### config.mk
export PLATFORM = sky130hd
export DESIGN_NAME = avalon_pio_gpio
export DESIGN_NICKNAME = d
export VERILOG_FILES = /design/src/rtl/avalon_pio_gpio.sv
export SDC_FILE = /design/constraint.sdc
export NUM_CORES = 1
export LEC_CHECK = 0
export ABC_AREA = 0
export BUFFER_PORTS_ARGS = -buffer_cell sky130_fd_sc_hd__buf_2
export CAP_MARGIN = 15
export CORE_ASPECT_RATIO = 1.1
export CORE_UTILIZATION = 55
export CTS_BUF_LIST = sky130_fd_sc_hd__clkbuf_8
export DETAILED_ROUTE_END_ITERATION = 16
export PLACE_DENSITY = 0.91
export SYNTH_ARGS = -nofsm -noshare
export SYNTH_HDL_FRONTEND = slang
export SYNTH_SLANG_ARGS = --single-unit
### constraint.sdc
create_clock -name clk -period 1.3 [get_ports clk]
set_input_delay 0.065 -clock clk [delete_from_list [all_inputs] [get_ports clk]]
set_output_delay 0.065 -clock clk [all_outputs]
set_load 0.005 [all_outputs]
### src/rtl/avalon_pio_gpio.sv
// avalon_pio_gpio: parametrised Avalon-MM general-purpose I/O slave.
// Each pin has a data-out bit and a direction bit. Inputs are synchronised
// and edge-detected. Captured edges can raise a maskable interrupt.
// Define the macro PIO_BITSET_EN to add atomic set (addr 4) and clear
// (addr 5) registers for data_out. Without it, those addresses are reserved.
module avalon_pio_gpio #(
    parameter int               WIDTH       = 17,
    parameter logic [WIDTH-1:0] RESET_VALUE = '0,
    parameter logic [WIDTH-1:0] DIR_RESET   = '1,
    parameter int               EDGE_TYPE   = 0,
    parameter int               SYNC_STAGES = 2
) (
    input  logic             clk,
    input  logic             reset_n,
    input  logic [2:0]       address,
    input  logic             chipselect,
    input  logic             write_n,
    input  logic [31:0]      writedata,
    output logic [31:0]      readdata,
    input  logic [WIDTH-1:0] in_port,
    output logic [WIDTH-1:0] out_port,
    output logic [WIDTH-1:0] out_en,
    output logic             irq
);

    localparam logic [2:0] ADDR_DATA    = 3'd0;
    localparam logic [2:0] ADDR_DIR     = 3'd1;
    localparam logic [2:0] ADDR_IRQMASK = 3'd2;
    localparam logic [2:0] ADDR_EDGECAP = 3'd3;
`ifdef PIO_BITSET_EN
    localparam logic [2:0] ADDR_OUTSET  = 3'd4;
    localparam logic [2:0] ADDR_OUTCLR  = 3'd5;
`endif

    logic [WIDTH-1:0] r_dataOut;
    logic [WIDTH-1:0] r_dir;
    logic [WIDTH-1:0] r_irqMask;
    logic [WIDTH-1:0] r_edgeCap;
    logic [WIDTH-1:0] r_sync [SYNC_STAGES];
    logic [WIDTH-1:0] r_syncD;
    logic             r_irq;

    logic             w_write;
    logic [WIDTH-1:0] w_wrData;
    logic [WIDTH-1:0] w_sync;
    logic [WIDTH-1:0] w_edge;
    logic [WIDTH-1:0] w_edgeClr;
    logic             w_unusedBits;

    // Only the low WIDTH bits of writedata are used. The reduction keeps the
    // upper bits referenced so that they do not appear as dangling inputs.
    assign w_write      = chipselect & ~write_n;
    assign w_wrData     = writedata[WIDTH-1:0];
    assign w_unusedBits = ^writedata;
    assign w_sync       = r_sync[SYNC_STAGES-1];
    assign w_edgeClr    = (w_write && address == ADDR_EDGECAP) ? w_wrData : '0;

    assign out_port = r_dataOut;
    assign out_en   = r_dir;
    assign irq      = r_irq;

    // Bring the asynchronous pins into the clock domain, plus one extra
    // stage so that edges can be detected.
    always_ff @(posedge clk or negedge reset_n) begin
        if (!reset_n) begin
            for (int i = 0; i < SYNC_STAGES; i++) begin
                r_sync[i] <= '0;
            end
            r_syncD <= '0;
        end else begin
            r_sync[0] <= in_port;
            for (int i = 1; i < SYNC_STAGES; i++) begin
                r_sync[i] <= r_sync[i-1];
            end
            r_syncD <= w_sync;
        end
    end

    // Select the per-bit edge detector that matches the configured edge type.
    always_comb begin
        w_edge = '0;
        if (EDGE_TYPE == 0) begin
            w_edge = w_sync & ~r_syncD;
        end else if (EDGE_TYPE == 1) begin
            w_edge = ~w_sync & r_syncD;
        end else begin
            w_edge = w_sync ^ r_syncD;
        end
    end

    // Output data register. When enabled, it also handles the atomic
    // set/clear writes.
    always_ff @(posedge clk or negedge reset_n) begin
        if (!reset_n) begin
            r_dataOut <= RESET_VALUE;
        end else if (w_write && address == ADDR_DATA) begin
            r_dataOut <= w_wrData;
`ifdef PIO_BITSET_EN
        end else if (w_write && address == ADDR_OUTSET) begin
            r_dataOut <= r_dataOut | w_wrData;
        end else if (w_write && address == ADDR_OUTCLR) begin
            r_dataOut <= r_dataOut & ~w_wrData;
`else
        end else begin
            r_dataOut <= r_dataOut;
`endif
        end
    end

    // Direction and interrupt-mask registers are plain read/write.
    always_ff @(posedge clk or negedge reset_n) begin
        if (!reset_n) begin
            r_dir     <= DIR_RESET;
            r_irqMask <= '0;
        end else begin
            if (w_write && address == ADDR_DIR) begin
                r_dir <= w_wrData;
            end
            if (w_write && address == ADDR_IRQMASK) begin
                r_irqMask <= w_wrData;
            end
        end
    end

    // Edge capture is sticky. Writing a 1 clears a bit. A new edge on an
    // input pin in the same cycle overrides the clear, so no edge is lost.
    always_ff @(posedge clk or negedge reset_n) begin
        if (!reset_n) begin
            r_edgeCap <= '0;
        end else begin
            r_edgeCap <= (r_edgeCap & ~w_edgeClr) | (w_edge & ~r_dir);
        end
    end

    // The interrupt is registered, so it follows edge capture one clock later.
    always_ff @(posedge clk or negedge reset_n) begin
        if (!reset_n) begin
            r_irq <= 1'b0;
        end else begin
            r_irq <= |(r_edgeCap & r_irqMask);
        end
    end

    // Zero-wait-state read mux. On the DATA register, output pins read back
    // the driven value and input pins read back the synchronised pin.
    always_comb begin
        readdata = '0;
        case (address)
            ADDR_DATA:    readdata[WIDTH-1:0] = (r_dataOut & r_dir) | (w_sync & ~r_dir);
            ADDR_DIR:     readdata[WIDTH-1:0] = r_dir;
            ADDR_IRQMASK: readdata[WIDTH-1:0] = r_irqMask;
            ADDR_EDGECAP: readdata[WIDTH-1:0] = r_edgeCap;
            default:      readdata = '0;
        endcase
    end

endmodule

==> key figures, run 1 <==
Floorplan
  – Top Ports: 123
  – Die Wd: 92.2 microns
  – Die height: 101 microns
  – Rows: 35
  – Die area: 9320 sq um
  – Starting Density: 0.576
  – Core Footprint: 8540 sq um

Drt
  – 1st-iter DRT viols: 230
  – Vias per Instance: 5.73
  – Routed len/inst: 20.8 microns
  – Final WL: 13500 microns
  – TritonRoute pass-1 iters: 5
  – Routed via count: 3734
  – DR DRC count: 0
  – ANT nets after route: 0

Setup path
  – Critical Path RT: 1.24 ns
  – Top delay family on crit path: flip-flops
  – Crit. path cell count: 5
  – Slowest stage delay, CP: 0.57 ns
  – CP max FO: 4
  – Worst r2r src: r_edgeCap[10]
  – Critical path class: flip-flop to output port
  – Slowest-stage cell, CP: dfstp_2
  – Most used cell, CP: o21ai_2
  – Worst Reg-to-Reg Cells: 4
  – Critical-path cell list: o21ai_2, o21ai_2, nor2_2, a211oi_2, buf_2
  – Worst R2R End: irq
  – Worst Path Buf+Inv: 1
  – CP endpoint kind: output port
  – Reg2reg setup slack: 0.02 ns
  – Worst EP arrival: 1.61 ns
  – CP startpoint kind: flip-flop

CTS
  – CTS sink cnt: 120
  – Clock buffer count from CTS: 17
  – Root Driver: clkbuf_8
  – Clk slew on worst S/H paths: 0.07 ns
  – CTS max path bufs: 2
  – CTS tree: built
  – Worst skew pair latency: 0.43 ns
  – H-tree levels: 4

GRT
  – Global-route usage over all layers: 0.307
  – Vias in the first global route: 3917
  – Global-route wire length before repair: 20900 microns
  – Grt total ovfl: 0
  – Largest net degree at the start of global routing: 47
  – Initial antenna violation count: 0

Pwr
  – Power Density: 1560 nW/um^2
  – Leak: 3.09 nW
  – VDD IR max: 0.000844 V

Final layout
  – N_diodes: 0
  – Nets: 584
  – FILL cells: 444
  – Final Instance Count excl. Fillers: 652
  – Most frequent cells in the layout: dfrtp_1 (103), buf_2 (91), dlygate4sd3_1 (35), buf_4 (32), mux2_2 (31)
  – Synth-to-Final Area Change: 36.0%
  – Share of cells above drive strength 1: 0.508
  – Most common library cell in the layout ignoring fill and taps: dfrtp_1

Worst hold path
  – Hold WC Path Type: input pin to async pin

Timing
  – Clock Skew: 0.00811 ns
  – RSZ-0062 raised after global routing: yes
  – Worst slew pin tran: 0.506 ns
  – Endpoints failing setup: 18
  – Setup_tns: -5.28 ns
  – Fin. max-slew vios: 0
  – PnR worst setup slack: -0.373 ns
  – Hold violation total from the final report: 0
  – FMAX: 0.598 GHz
  – Final cycle utilization of the critical path: 1.29
  – Max-slew headroom: 0.662
  – Post-route minimum period: 1.67 ns

Yosys
  – Synthesized area per cell: 13.5 sq um
  – Sequential share of the synthesized area: 0.615
  – Synthesized flop and latch total: 120
  – Area share of the largest cell type after synthesis: 0.524
  – Yosys top cell by area: dfrtp_1
  – Post-Syn Area: 4920 sq um
  – Synth top area cells: dfrtp_1 (52%), dfstp_2 (9.1%), mux2_2 (7.1%)
  – Yosys warns: 0
  – Syn Inst Count: 364
  – Netlist cell types: 32

Place
  – Setup WS pre-CTS: -0.164 ns
  – Final HPWL DP: 7930 microns
  – I/O Buffers: 92
  – Cell count after placement: 575
  – Gpl congestion: 0.861

Run status
  – Failing checks: negative setup slack
  – Status: complete, but fails checks

Run
  – Max-capacitance violation count: 0
[metal layers]
metal	global-route usage	wire length (microns)
met4	0.168	431
met3	0.0736	826
met1	0.365	5310
met5	0	0
met2	0.519	6970
[cells in the mapped netlist]
cell type / number
clkbuf_1: 8
a22o_1: 1
nand2_1: 19
and2b_1: 1
a22oi_1: 4
a211oi_1: 13
nor3b_1: 4
buf_4: 15
mux2_4: 20
buf_8: 1
buf_6: 4
nor3_4: 1
nor2_2: 2
nand2b_1: 21
and3_1: 1
o2bb2ai_1: 17
nand2_2: 1
a222oi_1: 1
or3b_4: 1
dfrtp_1: 103
nand2b_4: 1
a31oi_1: 4
mux2_2: 31
a221oi_1: 2
dfstp_2: 17
nand3_1: 5
buf_2: 4
conb_1: 1
o21ai_0: 26
nor2_1: 18
a21oi_1: 4
mux2i_1: 13
[where the power goes]
| group | total [W] | internal [W] | leakage, nW | switching (W) |
|---|---|---|---|---|
| logic | 0.00212 | 0.00121 | 1.51 | 0.000906 |
| clock network | 0.00352 | 0.00207 | 0.225 | 0.00145 |
| registers | 0.00482 | 0.00432 | 1.35 | 0.000493 |
[what timing repair did]
action | 4_1_cts | 5_1_grt
pin swaps | 24 | 13
setup buffers | 10 | 0
hold buffers | 35 | 0
hold endpoints to repair | 191 | 0
setup endpoints to repair | 18 | 19
resized for setup | 54 | 19
[registers in the layout (all words and copies together) (netlist names)]
| register | cells |
|---|---|
| out_en | 17 |
| out_port | 17 |
| r_edgeCap | 17 |
| r_irqMask | 17 |
| r_syncD | 17 |
| r_sync | 17 |
| w_sync | 17 |
| irq | 1 |
[final cells by class]
class | instances | area [sq um] | area share
clock buffer | 21 | 289 | 0.0432
tap | 111 | 139 | 0.0208
timing repair buffer | 163 | 1150 | 0.171
clock inverter | 11 | 129 | 0.0193
multi-input combinational | 226 | 1960 | 0.293
sequential | 120 | 3020 | 0.452
[worst max path at each step]
stage / from / to
2_1_floorplan: address[2] / out_port[10]
3_3_place_gp: address[2] / out_port[0]
3_5_place_dp: address[2] / out_port[5]
4_1_cts: out_en[15] / readdata[15]
5_1_grt: out_en[15] / readdata[15]
6_report: out_en[15] / readdata[15]
[metrics by stage]
step | hold WS [ns] | util | power [W] | instance area (sq um)
after floorplan | -0.231 | - | 0.00562 | 4980
after global placement | 0.00711 | 0.657 | 0.00630 | 5610
after detailed placement | 0.0136 | 0.657 | 0.00642 | 5610
after CTS | 0.0969 | 0.774 | 0.0103 | 6610
after global routing | 0.123 | 0.783 | 0.0108 | 6690
final | 0.0924 | 0.783 | 0.0105 | 6690
[cell families (layout without fill, tap and decap cells)]
logic type	Yosys count	after routing	share of synthesized area
simple gates	75	75	0.0812
flops	120	120	0.615
mux	64	64	0.159
compound gates	72	72	0.0992
other cells	1	15	0.000763
buf+inv	32	195	0.0453
Power figures use the tool's default switching activity.
==> run 2, diff against run 1 <==
Settings changed: TNS_END_PERCENT set to 10.
==> run 2 against run 1 <==
Net effect:
- the flow still finishes with violations (negative setup slack)
- clock power is 1% lower
- worst setup slack better by 0.010 ns
- sequential cell count stayed put
- critical path type unchanged
- core utilization is 2.7 points lower
- sequential power is 0.8% lower
- clock skew is 0.0029 ns higher
- routed wire length is 11% lower
- largest cell class unchanged
- sequential share of layout area is 1.6 points higher
- worst hold slack better by 0.081 ns
- final area is 3.4% lower
- fmax is 0.62% higher
- cell count is 2.1% lower
==> key figures, run 2 (synthesized netlist as in run 1, its figures left out) <==
Run status
  – Status: complete, but fails checks
  – Failing checks: negative setup slack

Pwr
  – Internal power: 0.00727 W (-4.4%)
  – Net switching power: 0.00281 W (-1.4%)
  – VDD IR max: 0.000989 V (+17%)
  – Sequential power share: 0.474 (+0.013)
  – Logic pwr share: 0.181 (-0.022)
  – Sw Ratio: 0.279 (+0.00629)
  – Clock power frac: 0.344 (+0.007)
  – Leak: 2.94 nW (-4.8%)
  – Power Density: 1560 nW/um^2 (-0.21%)

Floorplan
  – Starting Density: 0.576 (unchanged)
  – Die Wd: 92.2 microns (unchanged)
  – Die area: 9320 sq um (unchanged)
  – Die height: 101 microns (unchanged)
  – Top Ports: 123 (unchanged)
  – Rows: 35 (unchanged)
  – Core Footprint: 8540 sq um (unchanged)

CTS
  – Clock buffer count from CTS: 17 (unchanged)
  – Root Driver: clkbuf_8
  – H-tree levels: 4 (unchanged)
  – Worst skew pair latency: 0.43 ns (about the same)
  – CTS max path bufs: 2 (unchanged)
  – Clk slew on worst S/H paths: 0.07 ns (about the same)
  – CTS tree: built
  – CTS sink cnt: 120 (unchanged)

GRT
  – Global-route usage over all layers: 0.281 (-0.0260)
  – Grt total ovfl: 0 (unchanged)
  – Vias in the first global route: 3723 (-5.0%)
  – Initial antenna violation count: 0 (unchanged)
  – Global-route wire length before repair: 19000 microns (-8.7%)
  – Largest net degree at the start of global routing: 61 (+30%)

Timing
  – Setup_tns: -5.07 ns (+0.209 ns)
  – FMAX: 0.602 GHz (+0.62%)
  – Clock Skew: 0.0111 ns (+0.00295 ns)
  – Fin. max-slew vios: 0 (unchanged)
  – Final cycle utilization of the critical path: 1.28 (-0.00797)
  – Post-route minimum period: 1.66 ns (-0.0104 ns)
  – Endpoints failing setup: 17 (-1)
  – Hold violation total from the final report: 0 (unchanged)
  – PnR worst setup slack: -0.362 ns (+0.0104 ns)
  – RSZ-0062 raised after global routing: yes

Setup path
  – Critical-path cell list: nor3b_1, a21oi_1, a31oi_1, buf_2
  – Critical path class: flip-flop to output port
  – Slowest-stage cell, CP: dfstp_2
  – Worst EP arrival: 1.60 ns (about the same)
  – Critical Path RT: 1.24 ns (about the same)
  – Slowest stage delay, CP: 0.55 ns (-0.02 ns)
  – CP startpoint kind: flip-flop
  – Reg2reg setup slack: 0.01 ns (about the same)
  – CP endpoint kind: output port
  – CP max FO: 4 (unchanged)

Final layout
  – Synth-to-Final Area Change: 31.4%
  – Area occupied by multi-input gates: 1820 sq um (-7.3%)
  – Area occupied by registers: 3020 sq um (unchanged)
  – N_diodes: 0 (unchanged)
  – Most frequent cells in the layout: dfrtp_1 (103), buf_2 (91), dlygate4sd3_1 (36), mux2_2 (31)
  – FILL cells: 507 (+14%)
  – Most common library cell in the layout ignoring fill and taps: dfrtp_1
  – Nets: 570 (-2.4%)
  – Share of cells above drive strength 1: 0.446 (-0.0624)
  – Cell area after layout: 6460 sq um (-3.4%)

Drt
  – DR DRC count: 0 (unchanged)
  – Routed via count: 3593 (-3.8%)
  – Final WL: 12000 microns (-11%)
  – ANT nets after route: 0 (unchanged)
  – Routed len/inst: 18.8 microns (-9.5%)
  – 1st-iter DRT viols: 204 (-11%)
  – Vias per Instance: 5.63 (-1.7%)
  – TritonRoute pass-1 iters: 4 (-1)

Run
  – Max-capacitance violation count: 0 (unchanged)

Place
  – Post-DP Area: 5590 sq um (-0.36%)
  – Gpl congestion: 0.810 (-5.9%)
  – Final HPWL DP: 7490 microns (-5.6%)
  – I/O Buffers: 92 (unchanged)

Worst hold path
  – Hold WC Path Type: input pin to async pin
[run 2: critical path: cells and delay by family, from the launching register on]
family,cells,cell delay [ns]
DFF,1,0.55
AOI/OAI and AO/OA,2,0.27
and+or+nand+nor,1,0.18
buffers and inverters,1,0.16
[run 2: repair_timing]
action                                  4_1_cts  5_1_grt
endpoints found under the hold margin       205        0
endpoints found under the setup margin       18       19
gates resized for setup                      27        8
hold buffers                                 36        0
setup buffers                                 1        0
pin swaps                                    14        0
[run 2: routing by layer]
layer	GRT usage	vias to the layer above	share of wire
met5	0	-	0
met4	0.161	0	0.032
met3	0.0811	29	0.052
met2	0.462	162	0.51
met1	0.334	1828	0.40
li1	-	1574	-
[run 2: cell type report]
class	instances	share of cell area
clock buffer	17	0.0362
multi-input combinational	226	0.281
timing repair buffer	149	0.165
clock inverter	15	0.0275
sequential	120	0.468
tap	111	0.0215
[run 2: stage by stage]
stage	power, W	cells	worst slack, ns	hold WS, ns	util
after floorplan	0.00562	378	-0.217	-0.231	-
after global placement	0.00629	569	-0.138	-0.128	0.654
after detailed placement	0.00638	569	-0.179	-0.128	0.654
after CTS	0.0100	638	-0.369	0.172	0.754
after global routing	0.0105	638	-0.429	0.204	0.756
final	0.0101	638	-0.362	0.174	0.756
[run 2: final timing paths]
| path | cells after the start | endpoint | start |
|---|---|---|---|
| setup reg to reg | 4 | irq | r_irqMask[10] |
| min in group clk | 4 | out_port[9] | address[1] |
| hold reg to reg | 0 | w_sync[13] | r_sync[30] |
| max in group asynchronous | 3 | r_sync[19] | reset_n |
| hold / removal | 3 | r_syncD[2] | reset_n |
| setup / recovery | 4 | readdata[14] | out_en[14] |
[run 2: power by group through the flow]
stage	sequential (W)	combinational, W	clock [W]
finish	0.00478	0.00183	0.00347
global placement	0.00475	0.00154	0
global route	0.00484	0.00199	0.00367
detailed placement	0.00477	0.00161	0
CTS	0.00474	0.00178	0.00352
floorplan	0.00469	0.000934	0
==> run 3, diff against run 2 <==
--- a/config.mk
+++ b/config.mk
@@ -8,2 +8,3 @@
 export ABC_AREA = 0
+export ABC_CLOCK_PERIOD_IN_PS = 1300
 export BUFFER_PORTS_ARGS = -buffer_cell sky130_fd_sc_hd__buf_2
==> constraint.sdc (replaced) <==
create_clock -name clk -period 1.3 [get_ports clk]
set_input_delay 0.26 -clock clk [delete_from_list [all_inputs] [get_ports clk]]
set_output_delay 0.26 -clock clk [all_outputs]
set_load 0.005 [all_outputs]
==> run 3 against run 2 <==
Net effect:
- the flow still finishes with violations (negative setup slack)
- fmax fell by 10%
- clock power up 3%
- core utilization grew 2.9 points
- worst setup slack got worse by 0.18 ns
- largest power group unchanged
- non-clock buffer count is 14 higher
- via count is 3.8% higher
- final area rose by 3.9%
- sequential cell count did not move
==> key figures, run 3 (synthesized netlist as in run 1, its figures left out) <==
Final layout
  – Synth-to-Final Area Change: 36.4%
  – Most common library cell in the layout ignoring fill and taps: dfrtp_1
  – Final Instance Count excl. Fillers: 652 (+2.2%)
  – Most frequent cells in the layout: dfrtp_1 (102), buf_2 (74), buf_4 (36), mux2_2 (31), buf_6 (30)
  – Share of cells above drive strength 1: 0.508 (+0.0624)
  – Post-route core utilization: 0.786 (+0.0292)
  – N_diodes: 0 (unchanged)
  – Nets: 584 (+2.5%)
  – Cell area after layout: 6710 sq um (+3.9%)

GRT
  – Global-route usage over all layers: 0.305 (+0.0248)
  – Grt total ovfl: 0 (unchanged)
  – Largest net degree at the start of global routing: 40 (-34%)
  – Global-route wire length before repair: 20800 microns (+9.4%)
  – Initial antenna violation count: 0 (unchanged)
  – Vias in the first global route: 3995 (+7.3%)

Timing
  – FMAX: 0.541 GHz (-10%)
  – PnR worst setup slack: -0.547 ns (-0.185 ns)
  – Endpoints failing setup: 43 (+26)
  – Final cycle utilization of the critical path: 1.42 (+0.142)
  – RSZ-0062 raised after global routing: yes
  – Hold violation total from the final report: 0 (unchanged)
  – Clock Skew: 0.00563 ns (-0.00542 ns)
  – Fin. max-slew vios: 0 (unchanged)
  – Post-route minimum period: 1.85 ns (+0.185 ns)

Place
  – Post-DP Area: 5780 sq um (+3.4%)
  – Final HPWL DP: 8330 microns (+11%)
  – Gpl congestion: 0.840 (+3.8%)
  – I/O Buffers: 92 (unchanged)
  – Cell count after placement: 598 (+5.1%)

Pwr
  – Power Density: 1600 nW/um^2 (+2.6%)
  – VDD IR max: 0.000944 V (-4.5%)
  – Leak: 3.09 nW (+4.9%)

CTS
  – Worst skew pair latency: 0.44 ns (about the same)
  – CTS max path bufs: 2 (unchanged)
  – CTS sink cnt: 120 (unchanged)
  – CTS tree: built
  – Root Driver: clkbuf_8
  – H-tree levels: 4 (unchanged)
  – Clock buffer count from CTS: 17 (unchanged)
  – Clk slew on worst S/H paths: 0.07 ns (about the same)

Drt
  – ANT nets after route: 0 (unchanged)
  – Vias per Instance: 5.72 (+1.5%)
  – Final WL: 13400 microns (+12%)
  – TritonRoute pass-1 iters: 5 (+1)
  – Routed via count: 3728 (+3.8%)
  – 1st-iter DRT viols: 201 (-1.5%)
  – DR DRC count: 0 (unchanged)
  – Routed len/inst: 20.6 microns (+9.7%)

Run
  – Max-capacitance violation count: 0 (unchanged)

Setup path
  – CP endpoint kind: output port
  – Critical Path RT: 1.04 ns (-0.20 ns)
  – Worst EP arrival: 1.59 ns (about the same)
  – Critical path class: flip-flop to output port
  – CP startpoint kind: flip-flop
  – CP max FO: 3 (-1)

Worst hold path
  – Hold WC Path Type: input pin to flip-flop

Floorplan
  – Top Ports: 123 (unchanged)
  – Core Footprint: 8540 sq um (unchanged)
  – Rows: 35 (unchanged)
  – Die Wd: 92.2 microns (unchanged)
  – Die height: 101 microns (unchanged)
  – Die area: 9320 sq um (unchanged)
  – Starting Density: 0.576 (unchanged)

Run status
  – Failing checks: negative setup slack
  – Status: complete, but fails checks
==> run 3: changes by cell type in the layout (fill, tap and decap cells not counted), sizes merged <==
cell,delta
buf,+32
dlygate4sd3,-18
clkbuf,+3
inv,-2
clkinvlp,-1
==> run 3: metal layers <==
metal  part of all wire  wire (microns)  GRT usage  up-vias
met3              0.065             870     0.0818       47
met1               0.38            5110      0.362     1869
met2               0.52            6930      0.515      208
met4              0.040             533      0.162        0
met5                  0               0          0        -
li1                   -               -          -     1604
==> run 3: final cells by class <==
class	count	area (sq um)
Fill cell	467	1830
Multi-Input combinational cell	226	1860
Clock buffer	20	275
Sequential cell	120	3030
Timing Repair Buffer	163	1260
Clock inverter	12	149
Tap cell	111	139
==> run 3: path summary, 6_finish.rpt <==
check	startpoint	end	slack [ns]	cells after the start
worst max-delay path	out_en[12]	readdata[12]	-0.55	5
worst min-delay path	writedata[2]	out_port[2]	0.10	2
worst max register to register	r_irqMask[10]	irq	-0.07	4
worst min register to register	r_sync[19]	w_sync[2]	0.35	0
max in group asynchronous	reset_n	out_en[11]	0.48	3
min in group asynchronous	reset_n	r_syncD[2]	0.24	2
==> run 3: report_power, final <==
group	leakage, nW	switching [W]	internal (W)
clock	0.207	0.00152	0.00203
sequential	1.35	0.000453	0.00432
combinational	1.53	0.000953	0.00145
total	3.09	0.00293	0.00781
==> run 3: timing repair <==
item / 4_1_cts / 5_1_grt
resized for setup: 51 / 24
hold endpoints to repair: 37 / 0
buffers inserted: 2 / 2
hold buffers: 18 / 0
setup endpoints to repair: 43 / 47
pin swaps: 15 / 2
==> run 3: stage by stage <==
stage          total power (W)  worst slack, ns  hold slack, ns  TNS, ns
3_5_place_dp           0.00667           -0.395           0.168   -22.31
2_1_floorplan          0.00562           -0.412         -0.0356   -19.46
5_1_grt                 0.0111           -0.603          0.0842   -13.24
3_3_place_gp           0.00653           -0.333           0.164   -19.87
4_1_cts                 0.0105           -0.574           0.101   -10.93
6_report                0.0107           -0.547           0.102   -11.05
==> run 3: worst max-delay path, cell delays in order, from the launching register on <==
cell      delay [ns]
dfstp_2         0.55
buf_6           0.11
nand2b_4        0.12
nand2b_4        0.13
a31oi_4         0.08
buf_2           0.14
